===== src/rtl/fifo_reader.sv =====
// Pulls bytes from an 8-bit FIFO read port into a 2-entry output buffer.
// The output side uses a valid/ready handshake.
module fifo_reader (
    input  logic       clk,
    input  logic       reset_n,
    input  logic       enable,
    input  logic       fifo_empty,
    input  logic       fifo_rd_ack,
    input  logic [7:0] fifo_d_in,
    output logic       fifo_rd_en,
    output logic       out_valid,
    input  logic       out_ready,
    output logic [7:0] out_data,
    output logic [7:0] rd_count,
    output logic       rd_err,
    output logic       busy
);
    typedef enum logic [1:0] {IDLE = 2'd0, RUN = 2'd1, STOP = 2'd2} state_t;

    state_t     state;
    logic [1:0] occ;
    logic       inflight;
    logic       head;
    logic [7:0] mem [2];

    logic       pop, push, miss, tail;
    logic [2:0] committed;

    assign pop       = out_valid & out_ready;
    assign push      = inflight & fifo_rd_ack;
    assign miss      = inflight & ~fifo_rd_ack;
    assign tail      = head ^ occ[0];
    // Slots already spoken for after this cycle's pop; an in-flight read owns one.
    assign committed = {1'b0, occ} + {2'b00, inflight} - {2'b00, pop};

    assign fifo_rd_en = (state == RUN) & ~fifo_empty & (committed < 3'd2);
    assign out_valid  = (occ != 2'd0);
    assign out_data   = mem[head];
    assign busy       = (state != IDLE);

    always_ff @(posedge clk or negedge reset_n) begin
        if (!reset_n) begin
            state    <= IDLE;
            occ      <= 2'd0;
            inflight <= 1'b0;
            head     <= 1'b0;
            mem[0]   <= 8'h00;
            mem[1]   <= 8'h00;
            rd_count <= 8'h00;
            rd_err   <= 1'b0;
        end else begin
            inflight <= fifo_rd_en;

            if (push) mem[tail] <= fifo_d_in;
            if (pop)  head <= ~head;
            case ({push, pop})
                2'b10:   occ <= occ + 2'd1;
                2'b01:   occ <= occ - 2'd1;
                default: occ <= occ;
            endcase

            if (state == IDLE && enable) begin
                rd_count <= 8'h00;
                rd_err   <= 1'b0;
            end else begin
                if (push) rd_count <= rd_count + 8'd1;
                if (miss) rd_err <= 1'b1;
            end

            case (state)
                IDLE:    if (enable) state <= RUN;
                RUN:     if (!enable) state <= STOP;
                STOP: begin
                    if (enable)         state <= RUN;
                    else if (!inflight) state <= IDLE;
                end
                default: state <= IDLE;
            endcase
        end
    end
endmodule


===== config.mk =====
export PLATFORM = sky130hd
export DESIGN_NAME = fifo_reader
export DESIGN_NICKNAME = d
export VERILOG_FILES = /design/src/rtl/fifo_reader.sv
export SDC_FILE = /design/constraint.sdc
export NUM_CORES = 1
export LEC_CHECK = 0
export CORE_MARGIN = 2
export CORE_UTILIZATION = 49
export CTS_CLUSTER_SIZE = 8
export DETAILED_ROUTE_END_ITERATION = 10
export MAX_ROUTING_LAYER = met4
export PLACE_DENSITY = 0.89
export RECOVER_POWER = 100
export SYNTH_ARGS = -nofsm -noshare
export SYNTH_HDL_FRONTEND = slang
export SYNTH_SLANG_ARGS = --single-unit

===== constraint.sdc =====
create_clock -name clk -period 3.78 [get_ports clk]
set_clock_uncertainty 0.05 [all_clocks]
set_input_delay 0.756 -clock clk [delete_from_list [all_inputs] [get_ports clk]]
set_output_delay 0.756 -clock clk [all_outputs]
set_load 0.01 [all_outputs]

Word-level counts from Yosys, hierarchy flattened
Cells that the tools add are included.
{"block": "totals", "latchBits": 0, "in_bits": 14, "out_inout_bits": 20, "ram_bits": 0, "wordCells": 60, "romBits": 0, "reg_bits": 31, "memories": 0}
{"block": "classes", "shifts": 0, "bitwise_logic": 11, "add_sub_neg": 5, "mul": 0, "div": 0, "reduce_logical": 9, "n_lt_le_gt_ge": 4, "eq_ne": 7, "mux": 16}
{"op": "8-bit two-way mux", "count": 6}
{"op": "16-bit bitwise mux", "count": 1}
{"op": "2-bit nonzero test", "count": 5}
{"op": "8-bit by 1-bit adder with 8-bit output, second input constant", "count": 1}
{"op": "8-bit demux with 1-bit select", "count": 1}
{"op": "2-bit two-way mux", "count": 4}
{"op": "2-bit one-hot mux with 3 select lines", "count": 1}
{"op": "1-bit bitwise AND", "count": 5}
{"op": "2-bit by 1-bit == test with 1-bit output, second input constant", "count": 2}
{"op": "2-bit == test, second input constant", "count": 2}
{"op": "2-bit >= comparator, second input constant", "count": 2}
{"op": "2-bit != test, second input constant", "count": 2}
{"op": "1-bit NOT with 2-bit output", "count": 2}
{"op": "2-bit one-hot mux with 2 select lines", "count": 1}
{"op": "2-bit by 1-bit adder with 3-bit output", "count": 1}
{"op": "3-bit by 2-bit < comparator with 1-bit output, second input constant", "count": 1}
{"op": "3-bit != test, second input constant", "count": 1}
{"op": "1-bit NOT", "count": 3}
{"op": "3-bit AND reduction", "count": 1}
{"op": "3-bit by 1-bit subtractor with 3-bit output", "count": 1}
{"op": "2-bit by 1-bit adder with 2-bit output, second input constant", "count": 1}
{"op": "1-bit logical AND", "count": 2}
{"op": "2-bit logical NOT", "count": 1}
{"op": "2-bit by 1-bit < comparator with 1-bit output, second input constant", "count": 1}
{"op": "other kinds (3)", "count": 4}

Logic depth before layout (Yosys ltp)
Gate-level depths: netlist (run 1).
{"block": "depth", "depth_word": 7, "mapped_depth": 7, "depth_no_buf": 7}

Least setup slack after synthesis (run 1)
OpenSTA, ideal clock, no wires.
{"block": "synth_path", "path_type": "flip-flop to output port", "start": "register occ[0]", "end": "output port fifo_rd_en", "setup_slack_ns": 0.559, "stages_incl_launch_ff": 8, "t_arrival_ns": 2.415, "n_path_buf": 0, "t_required_ns": 2.974, "cell_sequence": "dfrtp_1 or2_2 and2_1 ha_1 nand2b_1 fa_1 xor2_1 nor4b_1"}
{"block": "synth_between", "elab_chain_cells": 5, "word_cells_on_any_way": 6, "classes_between": "add/sub (2); order compare (1); bitwise (2); reduce/logical (1)"}
{"element": "from (decl)", "line": "21", "rtl": "logic [1:0] occ;"}
{"element": "from (signal assigned)", "line": "57", "rtl": "2'b10: occ <= occ + 2'd1;"}
{"element": "from (signal assigned)", "line": "58", "rtl": "2'b01: occ <= occ - 2'd1;"}
{"element": "2-bit nonzero test", "line": "37", "rtl": "assign out_valid = (occ != 2'd0);"}
{"element": "via out_valid", "line": "11", "rtl": "output logic out_valid,"}
{"element": "1-bit bitwise AND", "line": "29", "rtl": "assign pop = out_valid & out_ready;"}
{"element": "via pop", "line": "26", "rtl": "logic pop, push, miss, tail;"}
{"element": "3-bit by 1-bit subtractor with 3-bit output", "line": "34", "rtl": "assign committed = {1'b0, occ} + {2'b00, inflight} - {2'b00, pop};"}
{"element": "3-bit by 2-bit < comparator with 1-bit output", "line": "36", "rtl": "assign fifo_rd_en = (state == RUN) & ~fifo_empty & (committed < 3'd2);"}
{"element": "1-bit bitwise AND", "line": "36"}
{"element": "to (decl)", "line": "10", "rtl": "output logic fifo_rd_en,"}
The timed path passes the listed nets, and every way through them passes these cells.

Worst setup path after layout (run 1)
{"block": "layout_path", "start": "input port out_ready", "end": "output port fifo_rd_en"}
{"block": "layout_between", "elab_chain_cells": 4}
{"element": "from (decl)", "line": "12", "rtl": "input logic out_ready,"}
{"element": "1-bit bitwise AND", "line": "29"}
{"element": "via pop", "line": "26"}
{"element": "3-bit by 1-bit subtractor with 3-bit output", "line": "34"}
{"element": "3-bit by 2-bit < comparator with 1-bit output", "line": "36"}
{"element": "1-bit bitwise AND", "line": "36"}
The timed path passes the listed nets, and every way through them passes these cells.

==> results.md, run 1 <==
* Area of combinational cells with multiple inputs at approximately 640 um2
* Area of the die at between 3000 and 4000 um2
* Req. time, crit path at 2970 ps
* Final hold violation count at 0
* IO Count at 34
* Root buffer cell: sky130_fd_sc_hd__clkbuf_4
* Non-filler cells in the finished layout at roughly 190
* Summed instance area of the synthesized netlist at between 1000 and 1500 um2
* Critical Path Start Type: input pin
* Remaining max-slew budget at the tightest pin at -9.51%
* Via-to-Cell Ratio at 5.49
* Count of warnings emitted by yosys at 0
* Nature of the critical path endpoint: output pin
* Total congestion overflow after global routing at 0
* Final WL at about 3 mm
* Gp weighted congestion at approximately 0.72
* Number of hold-repair buffers added at the cts stage at 0
* Mean area per synthesized cell at between 10 and 15 um2
* Area of the core at ~2800 um2
* Worst Reg-to-Reg Cells at 7
* Final period util at a little over nine tenths
* Global-route wire length before repair at 4.87 mm
* Gate Count Post-Synth at 116
* Horizontal die dimension at about 58 um
* EDFF count, synth at 0
* Number of cells upsized or downsized after cts at 2
* Std cell rows at 19
* Max-capacitance violation count at 1
* Final core utilization at between 60% and 70%
* Number of failing setup endpoints in the final timing report at 0
* Number of setup buffers added after CTS at 0
* Async set-or-reset flop fraction in the synthesized netlist at between 90% and 100%
* CTS clk-pin slew, worst paths at approximately 90 ps
* Final antenna-violating net count at 0
* Share of layout cells above drive strength 1 at a little under a quarter
* Min cycle time layout at 3650 ps
* TritonCTS clock tree: built
* Worst-Skew Late Latency at around 330 ps
* Worst Hold Class: reg -> reg
* Post-DR wirelength/cell at approximately 16 um
* Final Max Slew Viols at 32
* Footprint of the flip-flops and latches at between 700 and 800 um2
* Synth-to-Final Area Change at 28.7%
* Worst supply voltage drop on vdd at between 0.0005 and 0.0006 V
* Global Route met3 Usage at just over 5%
* Highest net fanout along the worst path at 2
* Outcome: complete, but fails checks
* Achievable frequency at around 270 MHz
* Via count at a little over 1000
* Antenna diodes at 0
* Predominant post-synthesis flop cell: sky130_fd_sc_hd__dfrtp_1
* Residual DRC at 0
* Initial core utilization at between 50% and 60%
* Chip Height at 58.5 um
* Maximum buffer depth of the clock tree at 2
* Clk sinks at 31
* 1st-pass router iterations at 4
* CTS buffer count at 5
* Critical path data arrival time at 2840 ps
* Number of antenna violations at the first check in global routing at 0
* Setup slack after placement at -275 ps
* Total Routing Usage GR at between 15 and 20%
* Pin count of the biggest net entering global routing at 32
* Mapped Nets at roughly 130
* Unrepaired setup endpoints after global routing: no
* I/O Buffers at 33
* #FFs+latches synth at 31
* PwrDens at approximately 650 nW/um2
* Number of fill cells at approximately 200
* Met1 global-route usage at a little over a fifth
* Static leakage power at 0.000857 uW
* Worst Hold Path Cells at 1
* GRT met2 Usage at 34.0%
* Placed wire-length estimate after detailed placement at approximately 2.2 mm
* Number of global-route vias before repair at ~1100
* Instance count after placement with tap cells included at 180
* Count of different cell masters after synthesis at 28
* NumNets Final at 174
* Seq/Total Area, Yosys at a little over half
* Critical path class: in -> out
* Worst-Margin Slew at 1640 ps
* 1st-iter DRT viols at 16
* Violations in the final reports: capacitance limit, slew limit
* Final worst-path setup slack at about 130 ps
* H-tree depth at 2
* Most Used Layer, Global Route: met2
[area by class of cell]
type | instances | share of cell area [%]
sequential | 31 | 41.4
inverter | 4 | 0.802
timing repair buffer | 36 | 18.6
clock buffer | 6 | 2.74
multi-input combinational | 78 | 34.1
tap | 31 | 2.07
clock inverter | 1 | 0.267
[where the power goes]
group	total, uW	internal, uW	switching, uW
combinational	498	302	196
sequential	526	439	86.6
clock	196	86.0	110
total	1220	828	393
[worst max-delay path: stages]
cell                              delay (ps)
sky130_fd_sc_hd__clkdlybuf4s50_1         450
sky130_fd_sc_hd__and2_1                  140
sky130_fd_sc_hd__ha_1                    220
sky130_fd_sc_hd__nand2b_1                150
sky130_fd_sc_hd__fa_1                    380
sky130_fd_sc_hd__xor2_1                  170
sky130_fd_sc_hd__nor4b_2                 290
sky130_fd_sc_hd__clkdlybuf4s15_1         280
[state kept, by name, indices dropped and copies added, names as in the netlist]
| name | flops |
|---|---|
| head | 1 |
| occ | 2 |
| rd_err | 1 |
| inflight | 1 |
| mem | 16 |
| state | 2 |
| rd_count | 8 |
[metal layers]
metal  routed length, um  up-vias
li1                    -      489
met1                1160      507
met2                1620       24
met3                 101        7
met4                  43        0
met5                   0        -
[cell usage after synthesis (all sizes together) (2+ instances only)]
cell type	number	area [um2]
dfrtp	31	776
mux2	24	270
a21oi	8	40.0
nor2	6	25.0
xor2	6	52.6
inv	4	15.0
nand3	4	20.0
buf	3	26.3
ha	3	37.5
nand2	3	13.8
o21ai	3	15.0
or3	3	20.0
nand2b	2	12.5
nand4	2	12.5
o31ai	2	15.0
or2	2	12.5
or4	2	15.0
xnor2	2	17.5
[layout by cell type (no fill, tap or decap), drive strengths merged, types with 4 or more instances in the layout]
master	instances
inv	4
nand3	4
xor2	6
clkdlybuf4s50	10
a21oi	8
nor2	6
clkbuf	7
dfrtp	31
dlygate4sd3	22
mux2	24
[metrics by stage]
step / total power (uW) / setup TNS, ps / hold slack (ps) / instance area, um2
final: 1220 / 0 / 462 / 1870
after global routing: 1300 / 0 / 479 / 1870
after CTS: 1270 / 0 / 464 / 1880
after detailed placement: 1070 / -275 / 443 / 1820
after global placement: 1030 / -209 / 425 / 1820
after floorplan: 825 / 0 / 408 / 1460
[logic make-up (layout without fill, tap and decap cells)]
| logic type | Yosys count | after routing | share of synthesized area, % |
|---|---|---|---|
| flops | 31 | 31 | 53.3 |
| simple gates | 28 | 28 | 11.2 |
| mux | 24 | 24 | 18.6 |
| compound gates | 14 | 14 | 5.33 |
| xor+xnor | 8 | 8 | 4.82 |
| buf+inv | 7 | 47 | 2.84 |
| fa+ha+maj | 4 | 4 | 3.96 |
[final timing paths]
kind	from	endpoint	slack, ps
min	mem[8]	mem[8]	460
max	out_ready	fifo_rd_en	130
max in group asynchronous	reset_n	rd_count[7]	1400
min reg2reg	mem[8]	mem[8]	460
min in group asynchronous	reset_n	rd_err	1320
max reg2reg	occ[1]	inflight	1430
(Power assumes the default switching activity.)
==> inputs of run 2 (changes only) <==
--- a/config.mk
+++ b/config.mk
@@ -5,12 +5,13 @@
 export SDC_FILE = /design/constraint.sdc
 export NUM_CORES = 1
 export LEC_CHECK = 0
+export ABC_AREA = 1
 export CORE_MARGIN = 2
-export CORE_UTILIZATION = 49
+export CORE_UTILIZATION = 50
 export CTS_CLUSTER_SIZE = 8
 export DETAILED_ROUTE_END_ITERATION = 10
 export MAX_ROUTING_LAYER = met4
-export PLACE_DENSITY = 0.89
+export PLACE_DENSITY = 0.88
 export RECOVER_POWER = 100
 export SYNTH_ARGS = -nofsm -noshare
 export SYNTH_HDL_FRONTEND = slang
==> results.md, run 2 <==
* Post-DR wirelength/cell at 10.8 um
* Final core utilization at ~65%
* Critical path data arrival time at approximately 2900 ps
* Family with the most delay on the worst path: buffers and inverters
* Maximum buffer depth of the clock tree at 2
* Outcome: complete, but fails checks
* Area of the core at ~3100 um2
* Mean area per synthesized cell at 8.81 um2
* Critical Path Start Type: input pin
* Unrepaired setup endpoints after global routing: no
* Number of hold-repair buffers added at the cts stage at 0
* Remaining max-slew budget at the tightest pin at -7.77%
* Total Routing Usage GR at roughly a fifth
* Critical R2R Launch: occ[0]
* #FFs+latches synth at 31
* Cell area after layout at ~2000 um2
* Number of failing setup endpoints in the final timing report at 0
* Number of flip-flops under the largest register name at 16
* Share of layout cells above drive strength 1 at about a tenth
* Global-route wire length before repair at slightly above 5 mm
* Area of the die at approximately 3700 um2
* Mapped Nets at slightly above 200
* Number of global-route vias before repair at 1266
* Placement-stage cell area at approximately 2000 um2
* IO Count at 34
* Max-capacitance violation count at 1
* Number of antenna violations at the first check in global routing at 0
* Worst hold slack at approximately 440 ps
* Via-to-Cell Ratio at between 4 and 5
* Placed wire-length estimate after detailed placement at ~2.1 mm
* Leading post-synthesis cells by instance count: sky130_fd_sc_hd__nand2_1 (54), sky130_fd_sc_hd__dfrtp_1 (31), sky130_fd_sc_hd__inv_1 (28), sky130_fd_sc_hd__o21ai_2 (16), sky130_fd_sc_hd__nor2_1 (9)
* Worst-Margin Slew at around 1600 ps
* Number of fill cells at ~280
* Initial core utilization at between 50% and 60%
* Stage delay of the slowest cell on the critical path at approximately 480 ps
* Biggest register: mem
* Chip Height at slightly above 60 um
* Total congestion overflow after global routing at 0
* Count of warnings emitted by yosys at 0
* Aggregate negative setup slack at 0 ps
* Yosys top cell by area: sky130_fd_sc_hd__dfrtp_1
* Final WL at between 2 and 3 mm
* Nature of the critical path endpoint: output pin
* Final Max Slew Viols at 32
* Worst Reg-to-Reg Cells at 9
* Highest net fanout along the worst path at 2
* Worst Hold Class: reg -> reg
* Gp weighted congestion at approximately 0.88
* Via count at roughly 1300
* Origin of the worst min-delay path: mem[13]
* Worst supply voltage drop on vdd at 0.000371 V
* 1st-pass router iterations at 4
* Achievable frequency at ~270 MHz
* Min cycle time layout at roughly 3700 ps
* Hold path endpoint: mem[13]
* Worst path slowest cell: sky130_fd_sc_hd__fa_1
* Total power consumption of the routed design at 1210 uW
* Final antenna-violating net count at 0
* Worst-Skew Late Latency at 320 ps
* Static leakage power at 0.00104 uW
* Proportion of netlist area held by the largest area contributor at 47.6%
* H-tree depth at 2
* Summed instance area of the synthesized netlist at 1630 um2
* Violations in the final reports: capacitance limit, slew limit
* Ordered cell list for the critical path: clkdlybuf4s50_1 -> nand2_1 -> inv_1 -> ha_1 -> or2_2 -> fa_1 -> inv_1 -> nor4_4 -> clkbuf_1
* Most common cell after layout, fill and taps aside: sky130_fd_sc_hd__nand2_1
* 1st-iter DRT viols at 71
* Pin count of the biggest net entering global routing at 32
* Most frequent cell after synthesis: sky130_fd_sc_hd__nand2_1
* Registers with the highest flip-flop counts: mem (16), rd_count (8)
* Clk sinks at 31
* EDFF count, synth at 0
* Critical R2R Capture: inflight
* I/O Buffers at 33
* Dominant cell type by count on the critical path: sky130_fd_sc_hd__inv_1
* Reg2Reg Setup Slack at approximately 1500 ps
* Combined buffer and inverter count along the critical path at 4
* Synth-to-Final Area Change at 22.5%
* Top area cells in the synthesized netlist: sky130_fd_sc_hd__dfrtp_1 (48%), sky130_fd_sc_hd__nand2_1 (12%), sky130_fd_sc_hd__o21ai_2 (8.6%)
* TritonCTS clock tree: built
* Predominant post-synthesis flop cell: sky130_fd_sc_hd__dfrtp_1
* Req. time, crit path at 2970 ps
* Residual DRC at 0
* PwrDens at 608 nW/um2
* Antenna diodes at 0
* Root buffer cell: sky130_fd_sc_hd__clkbuf_4
* Count of different cell masters after synthesis at 28
* Std cell rows at 20
* CTS buffer count at 5
* NumNets Final at roughly 240
* Final hold violation count at 0
* Async set-or-reset flop fraction in the synthesized netlist at 100%
* Worst Hold Path Cells at 2
* Critical path class: in -> out
* CTS clk-pin slew, worst paths at about 90 ps
* Horizontal die dimension at between 60 and 70 um
* Most frequent cells in the layout: sky130_fd_sc_hd__nand2_1 (56), sky130_fd_sc_hd__dfrtp_1 (31), sky130_fd_sc_hd__inv_1 (28)
* Gate Count Post-Synth at around 190
* Final period util at 97.5%
* Seq/Total Area, Yosys at 47.6%
run 2: changes by cell type after synthesis, moves of 3 or more:
cell,change
sky130_fd_sc_hd__nand2_1,+52
sky130_fd_sc_hd__nor2_1,+4
sky130_fd_sc_hd__nand2_2,+6
sky130_fd_sc_hd__o21ai_2,+16
sky130_fd_sc_hd__inv_1,+24
sky130_fd_sc_hd__mux2_2,-24
sky130_fd_sc_hd__xor2_1,-3
run 2: stage by stage:
step	std cells	setup slack [ps]
6_report	270	95.1
5_1_grt	270	17.7
4_1_cts	270	11.5
3_5_place_dp	262	-379
3_3_place_gp	262	-282
2_1_floorplan	185	541
run 2: timing repair:
| item | in CTS | in global routing |
|---|---|---|
| gates resized for setup | 4 | 2 |
| hold endpoints to repair | 0 | 0 |
| endpoints found under the setup margin | 1 | 1 |
| gates cloned | 0 | 0 |
| buffers inserted | 0 | 0 |
run 2: report_power, final:
part           leakage, uW  switching [uW]  internal (uW)
Clock            0.0000386             106            109
Sequential        0.000409            91.0            429
Combinational     0.000590             250            229
Total              0.00104             447            768
run 2: metal layers:
layer	global-route usage, %	wire length, um
met3	6.30	154
met2	33.6	1440
met5	-	0
met4	6.52	31
met1	21.3	1300
run 2: worst min-delay path, cell delays in order (launching register included):
cell                      delay [ps]
sky130_fd_sc_hd__dfrtp_1         350
sky130_fd_sc_hd__nand2_1          50
sky130_fd_sc_hd__o21ai_0          60
run 2: layout make-up:
cell class / count / area [um2] / share of cell area [%]
multi-input combinational: 121 / 633 / 31.7
timing repair buffer: 36 / 343 / 17.2
tap: 44 / 55.1 / 2.76
inverter: 30 / 121 / 6.08
clock buffer: 8 / 68.8 / 3.45
sequential: 31 / 776 / 38.8
run 2: how the worst max path moves through the flow:
stage | slack (ps) | from | end | cells past startpoint
CTS | 10 | out_ready | fifo_rd_en | 9
finish | 100 | out_ready | fifo_rd_en | 9
detailed placement | -380 | out_ready | fifo_rd_en | 9
floorplan | 540 | out_ready | fifo_rd_en | 7
global placement | -280 | out_ready | fifo_rd_en | 9
global route | 20 | out_ready | fifo_rd_en | 9
run 2: cells by family after synthesis:
| logic type | after synthesis | share of synthesized area [%] |
|---|---|---|
| fa+ha+maj | 4 | 3.53 |
| simple gates | 82 | 22.9 |
| compound gates | 31 | 13.7 |
| flops | 31 | 47.6 |
| xor+xnor | 4 | 2.15 |
| buf+inv | 33 | 10.1 |
